[src/rtl/fcpu_pkg.sv]
// Shared types and helpers for the fcpu front end.
// Branch predictor content:
//   BP_PHT_W / BP_GHR_W : default pattern-table index width and global-history width
//   bp_state_t          : predictor mode (table sweep vs. normal operation)
//   sat2_t              : 2-bit saturating direction counter, MSB = predict taken
//   sat2_inc / sat2_dec : saturating counter steps
package fcpu_pkg;

  localparam int BP_PHT_W = 6;
  localparam int BP_GHR_W = 4;

  typedef enum logic [0:0] {
    BP_INIT = 1'b0,
    BP_RUN  = 1'b1
  } bp_state_t;

  typedef logic [1:0] sat2_t;

  // Value every counter holds after the table sweep: weakly not-taken.
  localparam sat2_t SAT2_WEAK_NT = 2'b01;

  function automatic sat2_t sat2_inc(input sat2_t ctr);
    return (ctr == 2'b11) ? 2'b11 : ctr + 2'b01;
  endfunction

  function automatic sat2_t sat2_dec(input sat2_t ctr);
    return (ctr == 2'b00) ? 2'b00 : ctr - 2'b01;
  endfunction

endpackage

[src/rtl/pattern_history_table.sv]
// Pattern history table: 2**PHT_W saturating 2-bit counters.
// One combinational read port for lookups, one synchronous write port shared by
// the reset sweep (writes weakly not-taken) and commit training (saturating step).
// Ports:
//   clk          : clock
//   rd_index     : lookup index; rd_ctr returns that counter in the same cycle
//   sweep_en     : sweep write active; has priority over training
//   sweep_index  : entry written by the sweep
//   train_en     : commit training write
//   train_index  : entry trained
//   train_taken  : resolved direction to move the counter toward
module pattern_history_table
  import fcpu_pkg::*;
#(
  parameter int PHT_W = BP_PHT_W
) (
  input  logic             clk,
  input  logic [PHT_W-1:0] rd_index,
  output sat2_t            rd_ctr,
  input  logic             sweep_en,
  input  logic [PHT_W-1:0] sweep_index,
  input  logic             train_en,
  input  logic [PHT_W-1:0] train_index,
  input  logic             train_taken
);

  localparam int DEPTH = 1 << PHT_W;

  sat2_t            pht_r [DEPTH];
  sat2_t            train_old_s;
  sat2_t            wr_data_s;
  logic             wr_en_s;
  logic [PHT_W-1:0] wr_index_s;

  // Reads see the array before this cycle's write, giving read-before-write.
  assign rd_ctr      = pht_r[rd_index];
  assign train_old_s = pht_r[train_index];

  // Write mux: the sweep owns the port while it runs, otherwise commit training.
  always_comb begin
    wr_en_s    = 1'b0;
    wr_index_s = sweep_index;
    wr_data_s  = SAT2_WEAK_NT;
    if (sweep_en) begin
      wr_en_s    = 1'b1;
      wr_index_s = sweep_index;
      wr_data_s  = SAT2_WEAK_NT;
    end else if (train_en) begin
      wr_en_s    = 1'b1;
      wr_index_s = train_index;
      wr_data_s  = train_taken ? sat2_inc(train_old_s) : sat2_dec(train_old_s);
    end else begin
      wr_en_s    = 1'b0;
    end
  end

  // Counter array storage; contents are defined by the sweep, not by reset.
  always_ff @(posedge clk) begin
    if (wr_en_s) begin
      pht_r[wr_index_s] <= wr_data_s;
    end
  end

endmodule

[src/rtl/branch_predictor.sv]
// Global-history (gshare) conditional-branch predictor.
// A lookup XORs the low PC bits with the speculative history to index the
// pattern table; the counter MSB is the predicted direction. Commits train the
// table and shift the architectural history; a misprediction restores the
// speculative history from the architectural one.
// Ports:
//   clk, rst                 : clock, synchronous active-high reset
//   q_valid/q_pc/q_ready     : lookup request handshake
//   p_valid/p_taken/p_index  : registered prediction, held until p_ready
//   p_ready                  : consumer accepts the prediction
//   commit_valid/commit_is_branch/commit_index/true_condition : commit training
//   pred_miss                : misprediction flush
module branch_predictor
  import fcpu_pkg::*;
#(
  parameter int ADDR_W = 16,
  parameter int PHT_W  = BP_PHT_W,
  parameter int GHR_W  = BP_GHR_W
) (
  input  logic              clk,
  input  logic              rst,
  input  logic              q_valid,
  input  logic [ADDR_W-1:0] q_pc,
  output logic              q_ready,
  output logic              p_valid,
  output logic              p_taken,
  output logic [PHT_W-1:0]  p_index,
  input  logic              p_ready,
  input  logic              commit_valid,
  input  logic              commit_is_branch,
  input  logic [PHT_W-1:0]  commit_index,
  input  logic              true_condition,
  input  logic              pred_miss
);

  bp_state_t        state_r;
  bp_state_t        state_next_s;
  logic [PHT_W-1:0] sweep_r;
  logic [GHR_W-1:0] spec_ghr_r;
  logic [GHR_W-1:0] arch_ghr_r;
  logic [GHR_W-1:0] arch_ghr_next_s;
  logic             p_valid_r;
  logic             p_taken_r;
  logic [PHT_W-1:0] p_index_r;

  logic [PHT_W-1:0] idx_s;
  sat2_t            ctr_s;
  logic             run_s;
  logic             accept_s;
  logic             train_s;
  logic             sweep_last_s;
  logic             unused_s;

  assign run_s        = (state_r == BP_RUN);
  // History is zero-extended to the index width before hashing.
  assign idx_s        = q_pc[PHT_W-1:0] ^ PHT_W'(spec_ghr_r);
  assign q_ready      = run_s & ~pred_miss & (~p_valid_r | p_ready);
  assign accept_s     = q_valid & q_ready;
  assign train_s      = run_s & commit_valid & commit_is_branch;
  assign sweep_last_s = (sweep_r == {PHT_W{1'b1}});
  assign unused_s     = ^{q_pc[ADDR_W-1:PHT_W], ctr_s[0]};

  pattern_history_table #(
    .PHT_W (PHT_W)
  ) u_pht (
    .clk         (clk),
    .rd_index    (idx_s),
    .rd_ctr      (ctr_s),
    .sweep_en    (state_r == BP_INIT),
    .sweep_index (sweep_r),
    .train_en    (train_s),
    .train_index (commit_index),
    .train_taken (true_condition)
  );

  // Architectural history after this cycle's commit; also the repair value on a miss.
  always_comb begin
    arch_ghr_next_s = arch_ghr_r;
    if (train_s) begin
      arch_ghr_next_s = {arch_ghr_r[GHR_W-2:0], true_condition};
    end else begin
      arch_ghr_next_s = arch_ghr_r;
    end
  end

  // Next-state logic: INIT leaves once the last entry has been swept.
  always_comb begin
    state_next_s = state_r;
    case (state_r)
      BP_INIT: begin
        if (sweep_last_s) begin
          state_next_s = BP_RUN;
        end else begin
          state_next_s = BP_INIT;
        end
      end
      BP_RUN:  state_next_s = BP_RUN;
      default: state_next_s = BP_INIT;
    endcase
  end

  // State register.
  always_ff @(posedge clk) begin
    if (rst) begin
      state_r <= BP_INIT;
    end else begin
      state_r <= state_next_s;
    end
  end

  // Sweep counter walks every entry while in INIT.
  always_ff @(posedge clk) begin
    if (rst) begin
      sweep_r <= '0;
    end else if (state_r == BP_INIT) begin
      sweep_r <= sweep_r + PHT_W'(1);
    end else begin
      sweep_r <= sweep_r;
    end
  end

  // History registers: a miss overrides any speculative shift (no lookup is accepted then).
  always_ff @(posedge clk) begin
    if (rst) begin
      spec_ghr_r <= '0;
      arch_ghr_r <= '0;
    end else begin
      arch_ghr_r <= arch_ghr_next_s;
      if (pred_miss) begin
        spec_ghr_r <= arch_ghr_next_s;
      end else if (accept_s) begin
        spec_ghr_r <= {spec_ghr_r[GHR_W-2:0], ctr_s[1]};
      end else begin
        spec_ghr_r <= spec_ghr_r;
      end
    end
  end

  // Prediction output register; payload holds while the consumer stalls.
  always_ff @(posedge clk) begin
    if (rst) begin
      p_valid_r <= 1'b0;
      p_taken_r <= 1'b0;
      p_index_r <= '0;
    end else if (pred_miss) begin
      p_valid_r <= 1'b0;
    end else if (accept_s) begin
      p_valid_r <= 1'b1;
      p_taken_r <= ctr_s[1];
      p_index_r <= idx_s;
    end else if (p_ready) begin
      p_valid_r <= 1'b0;
    end else begin
      p_valid_r <= p_valid_r;
    end
  end

  assign p_valid = p_valid_r;
  assign p_taken = p_taken_r;
  assign p_index = p_index_r;

endmodule

[config.mk]
export PLATFORM = sky130hd
export DESIGN_NAME = branch_predictor
export DESIGN_NICKNAME = d
export VERILOG_FILES = /design/src/rtl/fcpu_pkg.sv /design/src/rtl/pattern_history_table.sv /design/src/rtl/branch_predictor.sv
export SDC_FILE = /design/constraint.sdc
export NUM_CORES = 1
export LEC_CHECK = 0
export BUFFER_PORTS_ARGS = -buffer_cell sky130_fd_sc_hd__buf_4
export CORE_ASPECT_RATIO = 1.1
export CORE_MARGIN = 8
export CORE_UTILIZATION = 40
export CTS_BUF_LIST = sky130_fd_sc_hd__clkbuf_4
export DETAILED_ROUTE_END_ITERATION = 8
export MAX_ROUTING_LAYER = met4
export SYNTH_ARGS = -nofsm -noshare
export SYNTH_HDL_FRONTEND = slang
export SYNTH_SLANG_ARGS = --single-unit
[constraint.sdc]
create_clock -name clk -period 4.57 [get_ports clk]
set_clock_uncertainty 0.2 [all_clocks]
set_input_delay 0.6855 -clock clk [delete_from_list [all_inputs] [get_ports clk]]
set_output_delay 0.6855 -clock clk [all_outputs]
set_load 0.01 [all_outputs]
Word level (Yosys, flattened, before mapping):

Memories as Yosys holds them, arrays and structs flattened.
Cells that the tools add are included.
Widths: inputs -> output; s select.

* input port bits: 30
* latch bits: 0
* memory bits (read-only): 0
* RAM bits: 128
* memories kept: 1
* logic and storage cells: 46
* register bits: 23
* output and inout bits: 9

* add/subtract/negate cells: 3
* multiply operators: 0
* reductions and logical operators: 5
* muxes and demuxes: 18
* shift operators: 0
* equal/unequal tests: 2
* div/mod/pow operators: 0
* bitwise gates (word level): 10
* magnitude comparators: 0

Memories
* u_pht.pht_r: depth 64, bits a word 2, rd ports 2, clocked after memory_dff 0, write ports 1, RTL line pattern_history_table.sv:29 `sat2_t pht_r [DEPTH];`

Operator list (number)
* $mux 4: 3
* $mux 6: 2
* $mux 2: 5
* $mux 1: 7
* $add 6x1->6 const B: 1
* $eq 6x6->1 const B: 1
* $xor 6x4->6: 1
* $and 1x1->1: 5
* $reduce_bool 2->1: 2
* $not 1->1: 3
* $add 2x1->2 const B: 1
* $eq 2x2->1 const B: 1
* $logic_not 2->1: 1
* $pmux 1 s2: 1
* $reduce_and 2->1: 1
* $reduce_or 2->1: 1
* $sub 2x1->2 const B: 1
* $or 1x1->1: 1

Depth between registers and ports, before layout:

* word-level depth: 6
* depth in mapped cells: 8
* gate-level depth less buffers: 6

Modules after synthesis:

Synthesis repeated with hierarchy kept, for this count alone.

* cells, all modules: 509
* area total of the unflattened synthesis: 7608.5 sq um

By module, submodules not included
* pattern_history_table: cells each 395, instances 1, area an instance 6532.5 sq um, sequential area each 3843.7 sq um
* branch_predictor: cells each 114, instances 1, area an instance 1076.0 sq um, sequential area each 460.4 sq um

Worst setup path after synthesis:

OpenSTA, ideal clock, no wires.

* path type: input port to flip-flop
* start point: input commit_index[1]
* end point: memory u_pht.pht_r[0][0] (netlist name), data pin
* path slack: -0.045 ns
* buffers on the path: 2
* cell stages on the path: 8
* data required time: 3.852 ns
* data arrival time: 3.896 ns
* library setup time: 0.518 ns
* cells stage by stage: clkbuf_1 -> clkbuf_1 -> mux4_2 -> a22oi_1 -> a21oi_1 -> nor4_1 -> a21oi_1 -> o21ai_1

* longest elaborated chain between the ends: 6
* elaborated cells on any way between the ends: 10
* those cells by class: add/sub (2); eq/ne (1); mux (5); reduce/logical (1); memory (1)

RTL lines
* from (decl): RTL line branch_predictor.sv:31 `input logic [PHT_W-1:0] commit_index,`
* $mem_v2 64x2 (*)
* $sub 2x1->2 (tied with other cells): RTL line fcpu_pkg.sv:27 `return (ctr == 2'b00) ? 2'b00 : ctr - 2'b01;`
* $mux 2, on equally long branches: RTL line fcpu_pkg.sv:27, fcpu_pkg.sv:23
* $mux 2 (*): RTL line pattern_history_table.sv:51 `wr_data_s = train_taken ? sat2_inc(train_old_s) : sat2_dec(train_old_s);`
* $mux 2 (*): RTL line pattern_history_table.sv:48 `end else if (train_en) begin`
* $mux 2 (*): RTL line pattern_history_table.sv:44 `if (sweep_en) begin`
* via u_pht.wr_data_s[0]: RTL line pattern_history_table.sv:31 `sat2_t wr_data_s;`
* to (decl): RTL line pattern_history_table.sv:29

Mark *: on every way through the listed nets, which the timed path passes. The rest lies on a longest branch.

Final worst setup path:

* start point: input commit_index[0]
* end point: memory u_pht.pht_r[48][1] (netlist name), data pin

The elaborated chain is that of the path after synthesis.

==> results.toml <==
[status]
outcome = "finished, final reports clean"

[timing]
finalCritPeriodShare = 0.696
setup_tns_ps = 0
slew_viol_final = 0
relSlewSlack = 0.472
rsz0062_at_grt = "no"
tightest_slew_ps = 791
hold_viol = 0
setup_viol = 0
fmax_mhz = 315
fin_crit_ps = 3180

[clock_network]
postCtsSetupBuffers = 0
cts-resized-gates = 0
cts-buffers-inserted = 17
cts_sinks = 151
cts_tree = "yes"
cts_max_level = 4
cts_hold_buffers = 0
cts_root_buf = "clkbuf_4"
clk_pin_slew_ps = 120
cts_buffer_depth = 2
clock_latency_ps = 580

[critical_path]
cp_top_family = "compound AO/OA/AOI/OAI gates"
r2r-start = "u_pht.pht_r[60][1]$_DFFE_PP_"
crit_top_cell = "buf_12"
ff2ff_path_depth = 7
crit_path_cell_trace = "buf_4 > buf_12 > mux4_2 > a22oi_1 > a211oi_1 > or4_4 > o21ai_1 > a21oi_4 > buf_12"
cp-start-kind = "input port"
max_stage_delay_ps = 540
r2r-end = "u_pht.pht_r[48][1]$_DFFE_PP_"
critPathSlowestCell = "mux4_2"
critPathKind = "input port to register"
crit_path_max_fanout = 52
worst-path-buf-inv = 3
regToRegSetupSlack_ps = 1630
cp-startpoint = "commit_index[0]"
endpoint_kind = "register"
cp.required_ps = 4680
crit_arrival_ps = 3290

[run]
maxCapViolCount = 0

[global_routing]
grt_pass1_vias = 4473
antenna_found_initial = 1
overflow = 0
grt_pass1_wl_um = 25400
track_usage = 0.162
grt_max_degree = 53

[logic_synthesis]
netlist_area_mm2 = 0.00690
syn_inst = 491
syn_area_per_cell_um2 = 14.1
ys_ff_latch = 151
synth_cell_type_count = 44
synth_fp_nets = 522
yosysSeqAreaShare = 0.624
yosysWarnings = 0

[route]
vias_per_cell = 5.63
wl_per_cell_um = 21.3
drt_iter0_drc = 320
ant_nets = 0
first_pass_iters = 7
vias = 4345
drc_errors = 0
drt_wl_total_um = 16400

[pwr]
p_per_area_mw_per_mm2 = 327
p_leak_nw = 2.54
peakVddDrop_uv = 152

[cells_and_area]
fillers = 1558
nets = 555
synthToLayoutAreaGrowth_pct = 11.9
stdcell_area_mm2 = 0.00772
drive_gt1_frac = 0.220

[die]
core_area_mm2 = 0.0170
die-area_mm2 = 0.0217
start_util = 0.407
fp.dieH_um = 154
rows = 50
dieWidth_um = 141
ios = 39

[placed_design]
place_area_mm2 = 0.00741
place.gp.congestion = 0.886
port_buffers = 28
hpwl_um = 11200

[hold_path]
hold_path_depth = 2
worstHoldStart = "pred_miss"
holdPathEnd = "p_valid$_SDFFE_PP0P_"
hold_path_class = "input port to register"
logic make-up (layout without fill, tap and decap cells):
family | count (synthesis) | count (layout) | share of synthesized area
other | 0 | 1 | 0
xor gates and xnor gates | 10 | 10 | 0.0138
muxes | 59 | 59 | 0.165
buffers and inverters | 28 | 74 | 0.0207
adders and majority gates | 1 | 1 | 0.00181
AOI/OAI and AO/OA | 68 | 68 | 0.0658
DFF | 151 | 151 | 0.624
and+or+nand+nor | 174 | 174 | 0.109
power by group:
part           internal, mW  total, mW  switching, mW
sequential             1.48       1.48        0.00644
combinational        0.0660      0.166          0.100
clock                 0.379      0.872          0.493
total                  1.92       2.52          0.599
stage by stage:
| stage | hold WS, ps | setup WS, ps | power [mW] | std cells | util |
|---|---|---|---|---|---|
| 2_1_floorplan | 243 | 32.8 | 1.62 | 491 | - |
| 3_3_place_gp | 250 | 779 | 1.68 | 739 | 0.437 |
| 3_5_place_dp | 249 | 774 | 1.68 | 739 | 0.437 |
| 4_1_cts | 56.3 | 1400 | 2.55 | 771 | 0.455 |
| 5_1_grt | 57.8 | 1250 | 2.62 | 772 | 0.455 |
| 6_report | 96.9 | 1390 | 2.52 | 772 | 0.455 |
cell usage after synthesis:
master      n  area share
edfxtp_1  128        0.56
nor2_1     88       0.048
mux4_2     44        0.14
nand2_1    41       0.022
dfxtp_1    23       0.067
a22oi_1    16       0.017
clkbuf_1   15      0.0082
mux2i_1    15       0.022
nand3_1    14       0.010
a21oi_1    13      0.0094
nand2b_1    8      0.0073
nor2b_1     7      0.0063
o21ai_0     7      0.0051
a211oi_1    6      0.0065
a31oi_1     5      0.0045
xor2_1      5      0.0063
inv_1       4      0.0022
nor3_1      4      0.0029
o22ai_1     4      0.0036
or3_1       4      0.0036
xnor2_1     4      0.0051
and3_1      3      0.0027
buf_1       3      0.0016
o21a_1      3      0.0033
a21o_1      2      0.0022
a221oi_1    2      0.0025
buf_6       2      0.0033
o21ai_1     2      0.0015
o31a_1      2      0.0025
o31ai_1     2      0.0022
o32ai_1     2      0.0025
a311oi_1    1      0.0013
and2_0      1     0.00091
and2_1      1     0.00091
buf_12      1      0.0029
buf_2       1     0.00072
buf_4       1      0.0011
clkbuf_2    1     0.00072
ha_1        1      0.0018
nor4_1      1     0.00091
o221ai_1    1      0.0013
or4_1       1      0.0011
or4_4       1      0.0016
xor2_2      1      0.0024
layout by cell type (no fill, tap or decap), drive strengths merged, types with 8 or more instances in the layout:
master  count
dfxtp      23
edfxtp    128
clkbuf     17
buf        38
nand2b      8
nand3      14
nor2       88
a22oi      16
o21ai       9
nand2      41
mux2i      15
a21oi      13
mux4       44
cell type report:
type | instances | area (µm²) | area share
clock inverters | 15 | 178 | 0.0230
repair buffers | 38 | 310 | 0.0402
clock buffers | 17 | 128 | 0.0165
multi-input cells | 312 | 2490 | 0.323
well taps | 234 | 293 | 0.0379
diodes | 1 | 2.50 | 0.000324
flip-flops and latches | 151 | 4300 | 0.558
inverters | 4 | 15.0 | 0.00194
how the worst max path moves through the flow:
stage | cells past startpoint | endpoint | slack, ps
finish | 9 | u_pht.pht_r[48][1]$_DFFE_PP_ | 1390
detailed placement | 9 | u_pht.pht_r[22][1]$_DFFE_PP_ | 770
CTS | 9 | u_pht.pht_r[29][1]$_DFFE_PP_ | 1400
global route | 9 | u_pht.pht_r[51][1]$_DFFE_PP_ | 1250
global placement | 9 | u_pht.pht_r[32][1]$_DFFE_PP_ | 780
floorplan | 8 | u_pht.pht_r[0][1]$_DFFE_PP_ | 30
worst reg2reg max path, cell delays in order, from the launching register on:
cell and delay [ps]:
edfxtp_1 410, mux4_2 490, a22oi_1 220, a31oi_1 160, or4_4 560, o21ai_1 250
a21oi_4 160, buf_12 210
state kept, by name, indices dropped and copies added (netlist names):
register	flops
arch_ghr_r	4
p_index	6
p_taken	1
p_valid	1
run_s	1
spec_ghr_r	4
sweep_r	6
u_pht.pht_r	128
routing by layer:
metal | vias up | GRT usage | wire, µm
met3 | 43 | 0.0375 | 973
met1 | 2181 | 0.189 | 6700
met2 | 156 | 0.260 | 8110
li1 | 1965 | - | -
met5 | - | - | 0
met4 | 0 | 0.0830 | 643
Note: power is estimated with default switching activity, not from simulation.
